### src/rtl/seg7_pkg.sv
// seg7_pkg
//   Shared constants for the seven-segment display blocks.
//   HEX_PAT  : active-high segment patterns for hex digits 0..F
//              (bit6 = g ... bit0 = a).
//   SEG_OFF  : active-high pattern with every segment dark.
//   pol_mask : XOR mask that turns an active-high pattern into the pin
//              polarity of the board.
package seg7_pkg;

  localparam logic [6:0] SEG_OFF = 7'h00;

  localparam logic [6:0] HEX_PAT [16] = '{
    7'h3F, 7'h06, 7'h5B, 7'h4F, 7'h66, 7'h6D, 7'h7D, 7'h07,
    7'h7F, 7'h6F, 7'h77, 7'h7C, 7'h39, 7'h5E, 7'h79, 7'h71
  };

  // An active-low board wants every bit flipped; an active-high board wants none.
  function automatic logic [6:0] pol_mask(input bit active_low);
    return active_low ? 7'h7F : 7'h00;
  endfunction

endpackage

### src/rtl/seg7_hex_enc.sv
// seg7_hex_enc
//   Combinational nibble-to-segment encoder.
//   Ports:
//     nibble : hex digit to display
//     seg    : segment pattern in board polarity (bit6 = g ... bit0 = a)
module seg7_hex_enc
  import seg7_pkg::*;
#(
  parameter bit SEG_ACTIVE_LOW = 1'b1
) (
  input  logic [3:0] nibble,
  output logic [6:0] seg
);

  assign seg = HEX_PAT[nibble] ^ pol_mask(SEG_ACTIVE_LOW);

endmodule

### src/rtl/seg7_scan_driver.sv
// seg7_scan_driver
//   Time-multiplexed driver for an N-digit seven-segment display. A frame
//   snapshot of value/dp_in is scanned one digit per DIV-cycle slot, with
//   anodes held off for the first GUARD cycles of each slot so the shared
//   segment lines can change without ghosting onto the neighbouring digit.
//   Ports:
//     clk, reset  : clock, synchronous active-high reset
//     value       : packed hex nibbles, nibble 0 is the rightmost digit
//     dp_in       : per-digit decimal point request (1 = lit)
//     blank_lz    : suppress leading zeros (sampled live)
//     enable      : 0 = display dark and scan frozen
//     seg, dp     : shared segment / decimal point lines (registered)
//     an          : per-digit anode enables (registered)
//     frame_tick  : one-cycle pulse when a new snapshot has been taken
module seg7_scan_driver
  import seg7_pkg::*;
#(
  parameter int DIGITS         = 4,
  parameter int DIV            = 50000,
  parameter int GUARD          = 2,
  parameter bit SEG_ACTIVE_LOW = 1'b1,
  parameter bit AN_ACTIVE_LOW  = 1'b1
) (
  input  logic                  clk,
  input  logic                  reset,
  input  logic [4*DIGITS-1:0]   value,
  input  logic [DIGITS-1:0]     dp_in,
  input  logic                  blank_lz,
  input  logic                  enable,
  output logic [6:0]            seg,
  output logic                  dp,
  output logic [DIGITS-1:0]     an,
  output logic                  frame_tick
);

  localparam int CW = (DIV > 1) ? $clog2(DIV) : 1;
  localparam int IW = (DIGITS > 1) ? $clog2(DIGITS) : 1;

  localparam logic [CW-1:0]     CNT_LAST  = CW'(DIV - 1);
  localparam logic [CW-1:0]     CNT_GUARD = CW'(GUARD);
  localparam logic [IW-1:0]     IDX_LAST  = IW'(DIGITS - 1);
  localparam logic [6:0]        SEG_DARK  = SEG_OFF ^ pol_mask(SEG_ACTIVE_LOW);
  localparam logic              DP_DARK   = SEG_ACTIVE_LOW;
  localparam logic [DIGITS-1:0] AN_DARK   = {DIGITS{AN_ACTIVE_LOW}};

  // Scan state and frame snapshot
  logic [CW-1:0]       cnt;
  logic [IW-1:0]       idx;
  logic [4*DIGITS-1:0] snap_val;
  logic [DIGITS-1:0]   snap_dp;

  logic                slot_end;
  logic                frame_end;

  assign slot_end  = enable && (cnt == CNT_LAST);
  assign frame_end = slot_end && (idx == IDX_LAST);

  // Current digit decode
  logic [3:0]        cur_nib;
  logic              cur_dp;
  logic [DIGITS-1:0] lz_mask;
  logic              zero_above;
  logic              blank_cur;
  logic [DIGITS-1:0] an_sel;
  logic [6:0]        enc_seg;
  logic [6:0]        seg_next;
  logic [DIGITS-1:0] an_next;

  always_comb begin
    cur_nib    = snap_val[idx*4 +: 4];
    cur_dp     = snap_dp[idx];

    // lz_mask[i] = 1 when snapshot nibbles DIGITS-1 down to i are all zero.
    lz_mask    = '0;
    zero_above = 1'b1;
    for (int i = DIGITS - 1; i >= 0; i--) begin
      zero_above = zero_above & (snap_val[4*i +: 4] == 4'h0);
      lz_mask[i] = zero_above;
    end

    // Digit 0 always shows, so an all-zero value still reads "0".
    blank_cur  = blank_lz && (idx != '0) && lz_mask[idx];

    an_sel      = '0;
    an_sel[idx] = 1'b1;

    seg_next = blank_cur ? SEG_DARK : enc_seg;
    // Anode stays off during the guard window while seg settles on the new digit.
    an_next  = (cnt >= CNT_GUARD) ? an_sel : '0;
  end

  seg7_hex_enc #(
    .SEG_ACTIVE_LOW (SEG_ACTIVE_LOW)
  ) u_enc (
    .nibble (cur_nib),
    .seg    (enc_seg)
  );

  always_ff @(posedge clk) begin
    if (reset) begin
      cnt        <= '0;
      idx        <= '0;
      snap_val   <= '0;
      snap_dp    <= '0;
      seg        <= SEG_DARK;
      dp         <= DP_DARK;
      an         <= AN_DARK;
      frame_tick <= 1'b0;
    end else begin
      frame_tick <= frame_end;
      if (enable) begin
        if (slot_end) begin
          cnt <= '0;
          idx <= (idx == IDX_LAST) ? '0 : idx + 1'b1;
        end else begin
          cnt <= cnt + 1'b1;
        end
        // Snapshot only at frame end so a frame never mixes old and new digits.
        if (frame_end) begin
          snap_val <= value;
          snap_dp  <= dp_in;
        end
        seg <= seg_next;
        dp  <= cur_dp ^ SEG_ACTIVE_LOW;
        an  <= an_next ^ AN_DARK;
      end else begin
        seg <= SEG_DARK;
        dp  <= DP_DARK;
        an  <= AN_DARK;
      end
    end
  end

endmodule

### config.mk
export PLATFORM = sky130hd
export DESIGN_NAME = seg7_scan_driver
export DESIGN_NICKNAME = d
export VERILOG_FILES = /design/src/rtl/seg7_pkg.sv /design/src/rtl/seg7_hex_enc.sv /design/src/rtl/seg7_scan_driver.sv
export SDC_FILE = /design/constraint.sdc
export NUM_CORES = 1
export LEC_CHECK = 0
export ABC_AREA = 1
export CORE_ASPECT_RATIO = 0.8
export CORE_MARGIN = 10
export CORE_UTILIZATION = 55
export DETAILED_ROUTE_END_ITERATION = 8
export HOLD_SLACK_MARGIN = 0.03
export MAX_ROUTING_LAYER = met4
export PLACE_DENSITY = 0.8
export SYNTH_ARGS = -nofsm -noshare
export SYNTH_HDL_FRONTEND = slang
export SYNTH_HIERARCHICAL = 1
export SYNTH_SLANG_ARGS = --single-unit
### constraint.sdc
create_clock -name clk -period 3.2 [get_ports clk]
set_clock_uncertainty 0.1 [all_clocks]
set_input_delay 0.64 -clock clk [delete_from_list [all_inputs] [get_ports clk]]
set_output_delay 0.64 -clock clk [all_outputs]
set_load 0.01 [all_outputs]
; After elaboration in Yosys (flattened, before gate mapping)
; Memory sizes are Yosys's and may differ from the RTL's.
; Cells that the tools add are included.
[totals]
mem_bits_rw = 0
mem_count = 1
inputBits = 24
latchBits = 0
word_cells = 51
romBits = 112
register_bits = 51
out_inout_bits = 13
[op_classes]
n_addsub = 2
div_mod_pow = 0
bitwise = 8
muxes = 11
n_mul = 0
reduce_logical = 14
n_lt_le_gt_ge = 4
n_eq_ne = 2
n_shift = 1
[mem_list]
columns = memory, words, word_bits, read_ports, rd_clocked_by_memory_dff, wr, line_no
row1 = (no name shown), 16, 7, 1, 0, 0, seg7_hex_enc.sv:15  ; assign seg = HEX_PAT[nibble] ^ pol_mask(SEG_ACTIVE_LOW);
[op_table]
columns = operator, count
row1 = $add 16x1->16 const B, 1
row2 = $eq 16x16->1 const B, 1
row3 = $ge 16x2->1 const B, 1
row4 = $logic_not 4->1, 4
row5 = $mux 16, 1
row6 = $shiftx 16x5->4, 1
row7 = $mux 7, 2
row8 = $not 7->7, 1
row9 = $ge 5x5->1 const B, 1
row10 = $logic_and 1x1->1, 5
row11 = $not 4->5, 1
row12 = $bmux 1 s2, 2
row13 = $mux 4, 1
row14 = $not 4->4, 1
row15 = $reduce_and 2->1, 2
row16 = $and 1x1->1, 3
row17 = $lt 2x3->1 const B, 1
row18 = $mux 1, 3
row19 = $reduce_or 3->1, 1
row20 = $add 2x1->2 const B, 1
row21 = $demux 1 s2, 1
row22 = $eq 2x2->1 const B, 1
row23 = $ge 2x1->1 const B, 1
row24 = $mux 2, 1
row25 = other kinds (3), 4

; Logic depth before layout (Yosys ltp)
; Gate-level depths: netlist (run 1).
[depth]
depth_word = 8
depth_mapped = 13

; Hierarchy
; The synthesis (run 1) kept the hierarchy.
[by_module_without_submodules]
columns = module, area_each_um2, instances, cells_per_inst, seq_area_each_um2
row1 = seg7_scan_driver, 2432.3, 1, 326, 1021.0
row2 = seg7_hex_enc, 287.8, 1, 50, 0.0

; Worst setup path after synthesis (run 1)
; No wires, ideal clock.
[synth_path]
kind = reg2reg
startpoint = register idx[0]
endpoint = register seg[3]
path_stages_with_launch = 14
path_slack_ns = 0.968
path_buffers = 2
t_required_ns = 2.973
arrival_ns = 2.005
synth_period_minus_slack_ns = 2.232
cell_sequence = dfxtp_1 -> buf_2 -> inv_1 -> buf_2 -> o21ai_0 -> o21ai_0 -> inv_1 -> ha_1 -> inv_1 -> nand2_1 -> nand2_1 -> nand2_1 -> nand2_1 -> nand3b_1
[synth_between]
elab_chain_cells = 6
[synth_lines]
columns = element, line_no
row1 = "start, declared", seg7_scan_driver.sv:48  ; logic [IW-1:0] idx;
row2 = "start signal, assigned", seg7_scan_driver.sv:114  ; idx <= (idx == IDX_LAST) ? '0 : idx + 1'b1;
row3 = $shiftx 16x5->4, seg7_scan_driver.sv:70  ; cur_nib = snap_val[idx*4 +: 4];
row4 = via cur_nib[1], seg7_scan_driver.sv:59  ; logic [3:0] cur_nib;
row5 = $not 4->5 (implied by the code), seg7_hex_enc.sv:15
row6 = $mem_v2 16x7, -
row7 = $mux 7 (implied by the code) (2 in series), seg7_hex_enc.sv:15
row8 = $not 7->7 (no source line), -
row9 = via enc_seg[3], seg7_scan_driver.sv:65  ; logic [6:0] enc_seg;
row10 = "end signal, assigned", seg7_scan_driver.sv:123  ; seg <= seg_next;
row11 = "end, declared", seg7_scan_driver.sv:30  ; output logic [6:0] seg,
; The timed path passes the listed nets, and every way through them passes these cells. The select of a mux whose other input is x is not followed.
; A chain may end at the register's enable or synchronous reset.

; Worst setup path after layout (run 1)
; Same ends and word-level chain as after synthesis.

==> results of run 1 <==
==> cell usage in the layout, fill, tap and decap left out, drive strengths merged <==
cell type | synthesis | routed
nor4 | 1 | 1
buf | 16 | 5
dfxtp | 51 | 51
nor3b | 1 | 1
ha | 12 | 12
clkbuf | 2 | 6
o22ai | 3 | 3
nand4 | 27 | 27
clkdlybuf4s50 | 0 | 36
nand3b | 9 | 9
nor3 | 7 | 7
or2 | 1 | 1
xor2 | 1 | 1
o21bai | 1 | 1
clkinvlp | 0 | 1
o211ai | 1 | 1
nor2 | 51 | 51
nand3 | 40 | 40
nand2 | 90 | 90
inv | 31 | 31
xnor2 | 1 | 1
o21ai | 22 | 22
clkinv | 0 | 1
a21oi | 8 | 8
==> metrics by stage <==
step                instances  util (%)  setup slack, ns
global placement          459      65.9            0.665
detailed placement        459      65.9            0.589
finish                    467      68.0            0.502
floorplan                 376         -            0.968
global route              467      68.0            0.199
CTS                       467      68.0            0.570
==> flip-flops by register name, indices dropped and copies added (netlist names) <==
| register | cells |
|---|---|
| an | 4 |
| cnt | 16 |
| dp | 1 |
| frame_tick | 1 |
| idx | 2 |
| seg | 7 |
| snap_dp | 4 |
| snap_val | 16 |
==> power by group through the flow <==
stage          sequential, W  combinational, W  clock (W)
2_1_floorplan       0.000662         0.0000274          0
3_3_place_gp        0.000660         0.0000739          0
3_5_place_dp        0.000660         0.0000742          0
4_1_cts             0.000645         0.0000745   0.000396
5_1_grt             0.000646         0.0000812   0.000422
6_report            0.000645         0.0000743   0.000388
==> worst register-to-register path, delay by kind of cell (launching register included) <==
kind | cells | cell delay, ns
compound gates | 2 | 0.69
buf+inv | 3 | 0.66
flops | 1 | 0.43
fa+ha+maj | 1 | 0.35
simple gates | 5 | 0.35
==> logic make-up (layout without fill, tap and decap cells) <==
logic type               after synthesis  count (layout)  synth area share [%]
AO/OA/AOI/OAI                         35              35                  6.90
AND/OR/NAND/NOR                      227             227                  40.9
XOR/XNOR                               2               2                 0.644
adder cells (fa/ha/maj)               12              12                  5.52
buffers and inverters                 49              80                  8.46
flip-flops                            51              51                  37.5
==> final cells by class <==
type | instances | area [um2]
Clock buffer | 6 | 82.6
Clock inverter | 2 | 16.3
Fill cell | 400 | 1500
Inverter | 31 | 121
Multi-Input combinational cell | 276 | 1470
Sequential cell | 51 | 1020
Tap cell | 60 | 75.1
Timing Repair Buffer | 41 | 398
==> metal layers <==
layer	track usage [%]	vias to the layer above
met5	-	-
met4	3.62	0
met3	4.47	4
met2	19.8	71
met1	21.1	1094
li1	-	1306
==> worst min path at each step <==
stage | depth (start not counted) | slack (ns) | from | end
2_1_floorplan | 2 | 0.34 | snap_dp[0]$_SDFFE_PP0P_ | snap_dp[0]$_SDFFE_PP0P_
6_report | 2 | 0.38 | snap_val[8]$_SDFFE_PP0P_ | snap_val[8]$_SDFFE_PP0P_
3_5_place_dp | 2 | 0.37 | snap_dp[2]$_SDFFE_PP0P_ | snap_dp[2]$_SDFFE_PP0P_
5_1_grt | 2 | 0.40 | snap_val[9]$_SDFFE_PP0P_ | snap_val[9]$_SDFFE_PP0P_
4_1_cts | 2 | 0.38 | snap_val[8]$_SDFFE_PP0P_ | snap_val[8]$_SDFFE_PP0P_
3_3_place_gp | 2 | 0.36 | snap_dp[2]$_SDFFE_PP0P_ | snap_dp[2]$_SDFFE_PP0P_
==> run metrics, run 1 <==
metal2 WL 2.59 mm; share of layout cells above drive strength 1 9.58%; H-tree Lvls 2; worst-path maximum fanout 17; Max Clk Rate 0.371 GHz; R2R depth 11; WP buf/inv 3; Ys Warns 6; Cell Rows 22; vias in the first global route 2208; clock buffer depth 2; worst r2r src idx[0]$_SDFFE_PP0P_; Port Buf Inserts 36; placer congestion estimate 0.927; Crit Path Class reg2reg; via count 2475; GR Overflow Total 0; first-pass GRT wire length 10.3 mm; delay-heaviest family, CP compound AO/OA/AOI/OAI gates; post-synth net total 412; met1 wire length 3.30 mm; Yosys reg bits 51; Final Instance Area 3180 um2; CP Launch Point idx[0]$_SDFFE_PP0P_; Total Wirelength 6.28 mm; met3 WL post-DR 351 um; Psw 0.000249 W; RSZ-0062 raised after global routing false; core footprint 4680 um2; commonest cells in the netlist 81 x nand2_1, 51 x dfxtp_1, 46 x nor2_1; Worst R2R End seg[3]$_SDFF_PP1_; post-synthesis cell count 376; DRT Pass-1 Iters 4; HP Class reg2reg; Tot Pwr 0.00111 W; Post-synth EDFFs 0; diode count 0; Top FF cell, synth dfxtp_1; clock latency on the worst-skew pair 0.30 ns; WHS 0.381 ns; Tot GR Track Use 14.9%; Crit path top cell by count nand2_1; Clock Pin Slew Worst Setup and Hold Paths 0.09 ns; initial antenna violation count 0; top cell type's share of synthesized area 37.5%; Die X 98.6 um; dpl hpwl 4.78 mm; Setup Fix Bufs, Post-CTS 0; Detailed Route Iter0 Violations 250; switching share of power 22.4%; maximum vdd drop 0.283 mV; Max stage delay cell, worst path o21ai_0; Tcrit/Tclk final 84.3%; Leak 1.38 nW; Synth async-reset ratio 0%; WP depth 11; CTS tree yes; worst-margin pin slew 0.809 ns; final net count 442; DP Area 3080 um2; Critical Path End seg[3]$_SDFF_PP1_; Final Setup Violations 0; most frequent cell after synthesis nand2_1; WP data required 3.27 ns; Startpoint Class flip-flop; Mean Syn Cell Area 7.23 um2; Sink Count 51; setup TNS 0 ns; fin crit period 2.70 ns; maximum number of pins on one net before global-route repair 41; die height 82.9 um; crit-path cells inv_1 > o21ai_0 > o21ai_0 > inv_1 > ha_1 > inv_1 > nand2_1 > nand2_1 > nand2_1 > nand2_1 > nand3b_1; largest stage delay on the critical path 0.57 ns; Area contributors post-synth dfxtp_1 38%, nand2_1 11%, nand3_1 7.2%; Seq/Total Area, Yosys 37.5%; I/O pins 37; cell taking the most area after synthesis dfxtp_1; Max-cap violations 0; area grow syn2layout 17.0%; drt wl/cell 13.5 um; Final Hold Vio Count 0; vias per cell 5.30; Post-Syn Area 2720 um2; status complete, no violations; CTS root buf clkbuf_8; ANT nets after route 0; relative slew slack 46.1%; WP data arrival 2.77 ns; TritonCTS buffer count 5; Yosys cell types 36; DRC Markers 0; endpoint class of the critical path flip-flop; post-CTS sizing 0; # hold bufs at CTS 0; R2R Setup Slk 0.50 ns; fin. max-slew vios 0; Die ar. 8180 um2; top routing layer used met4; Comb power frac 6.7%; sequential share of power 58.2%; clock power share 35.0%; PD cells 348 nW/um2; Internal 0.000859 W; Initial Utilization 58.1%
No activity file was read; power rests on OpenSTA's default activity.
==> run 2, diff against run 1 <==
CORE_UTILIZATION = 49   (was 55)
PLACE_DENSITY = 0.75   (was 0.8)
clock period = 2.45 ns   (was 3.2 ns; I/O delays follow)
==> run 2 against run 1 <==
Effect of this change:
- clock-buffer cell count is the same
- combinational power grew 36%
- final cell count up 3.2%
- worst hold slack barely moved
- sequential cell count did not move
- worst setup slack got worse by 0.19 ns
- critical path type unchanged
- highest routed layer unchanged
==> run metrics, run 2 (synthesized netlist as in run 1, its figures left out) <==
area grow syn2layout 20.0%; multi-input logic area 1470 um2; WHS Path Cells 2; fin. max-slew vios 0; CTS root buf clkbuf_8; delay-heaviest family, CP buffers and inverters; post-CTS sizing 0; Final Instance Area 3260 um2; worst setup margin 0.307 ns; relative slew slack 74.5%; WP data arrival 2.23 ns; maximum vdd drop 0.241 mV; first-pass GRT wire length 10.6 mm; Final Hold Vio Count 0; Die ar. 8950 um2; Tot GR Track Use 14.9%; WHS 0.381 ns; core footprint 5410 um2; vias per cell 5.20; Port Buf Inserts 36; HP Class reg2reg; Top Registers cnt x16, snap_val x16, seg x7; maximum number of pins on one net before global-route repair 43; DP Area 3180 um2; Leak 1.43 nW; placer congestion estimate 0.933; final net count 452; CTS tree yes; Crit Path Class reg2reg; WP buf/inv 3; DRC Markers 0; Initial Utilization 50.3%; GR Overflow Total 0; DRT Pass-1 Iters 5; WP data required 2.54 ns; setup TNS 0 ns; Die X 103 um; die height 86.6 um; Max-cap violations 0; fin crit period 2.14 ns; Clock Pin Slew Worst Setup and Hold Paths 0.09 ns; via count 2507; worst-margin pin slew 0.383 ns; endpoint class of the critical path flip-flop; TritonCTS buffer count 5; Detailed Route Iter0 Violations 190; RSZ-0062 raised after global routing false; clock buffer depth 2; status complete, no violations; initial antenna violation count 0; Fillers 490; # hold bufs at CTS 0; Max Clk Rate 0.467 GHz; H-tree Lvls 2; vias in the first global route 2266; dpl hpwl 4.78 mm; Total Wirelength 6.22 mm; drt wl/cell 12.9 um; Setup Fix Bufs, Post-CTS 0; diode count 0; Tcrit/Tclk final 87.5%; most common cell after layout, fill and taps aside nand2_1; Cell Rows 24; Max stage delay cell, worst path dfxtp_1; R2R depth 11; PD cells 435 nW/um2; FF+latch area 1020 um2; worst slack, placed 0.312 ns; Startpoint Class flip-flop; share of layout cells above drive strength 1 11.5%; clock latency on the worst-skew pair 0.31 ns; Final Setup Violations 0; largest stage delay on the critical path 0.36 ns; Sink Count 51; WP depth 11; commonest non-fill, non-tap cells in the layout 81 x nand2_1, 51 x dfxtp_1, 46 x nor2_1, 39 x nand3_1, 36 x clkdlybuf4s50_1; I/O pins 37; ANT nets after route 0; crit-path cells inv_1 > o21ai_0 > o21ai_0 > inv_1 > ha_1 > inv_1 > nand2_1 > nand2_1 > nand2_1 > nand2_1 > nand3b_1; worst-path maximum fanout 12; Crit path top cell by count nand2_1; R2R Setup Slk 0.31 ns
## run 2: final cells by class
cell class / count / share of cell area [%]
clock buffer: 6 / 2.22
timing repair buffer: 51 / 14.9
multi-input combinational: 276 / 45.0
tap: 65 / 2.49
inverter: 31 / 3.72
clock inverter: 2 / 0.383
sequential: 51 / 31.3
## run 2: power breakdown
part / leakage (nW) / switching (W) / internal (W) / total (W)
Sequential: 0.413 / 0.00000535 / 0.000837 / 0.000842
Clock: 0.0412 / 0.000277 / 0.000200 / 0.000478
Combinational: 0.973 / 0.0000446 / 0.0000563 / 0.000101
Total: 1.43 / 0.000327 / 0.00109 / 0.00142
## run 2: metrics by stage
step / instances / total power, W / util [%]
final: 482 / 0.00142 / 60.4
after CTS: 482 / 0.00143 / 60.4
after global routing: 482 / 0.00148 / 60.4
after global placement: 474 / 0.000962 / 58.8
after floorplan: 376 / 0.000900 / -
after detailed placement: 474 / 0.000963 / 58.8
## run 2: layer usage
layer	track usage, %	up-vias	share of wire, %
met5	-	-	0
met4	4.92	0	1.1
met3	3.10	7	6.3
met2	20.0	77	40
met1	21.2	1101	52
li1	-	1322	-
## run 2: path summary, 6_finish.rpt
kind | start | end
setup / recovery | idx[1]$_SDFFE_PP0P_ | seg[3]$_SDFF_PP1_
hold / removal | snap_val[8]$_SDFFE_PP0P_ | snap_val[8]$_SDFFE_PP0P_
hold reg to reg | snap_val[8]$_SDFFE_PP0P_ | snap_val[8]$_SDFFE_PP0P_
setup reg to reg | idx[1]$_SDFFE_PP0P_ | seg[3]$_SDFF_PP1_
## run 2: worst min-delay path, cell delays in order, from the launching register on
cell     delay, ns
dfxtp_1       0.32
nand3_1       0.07
nand2_1       0.05
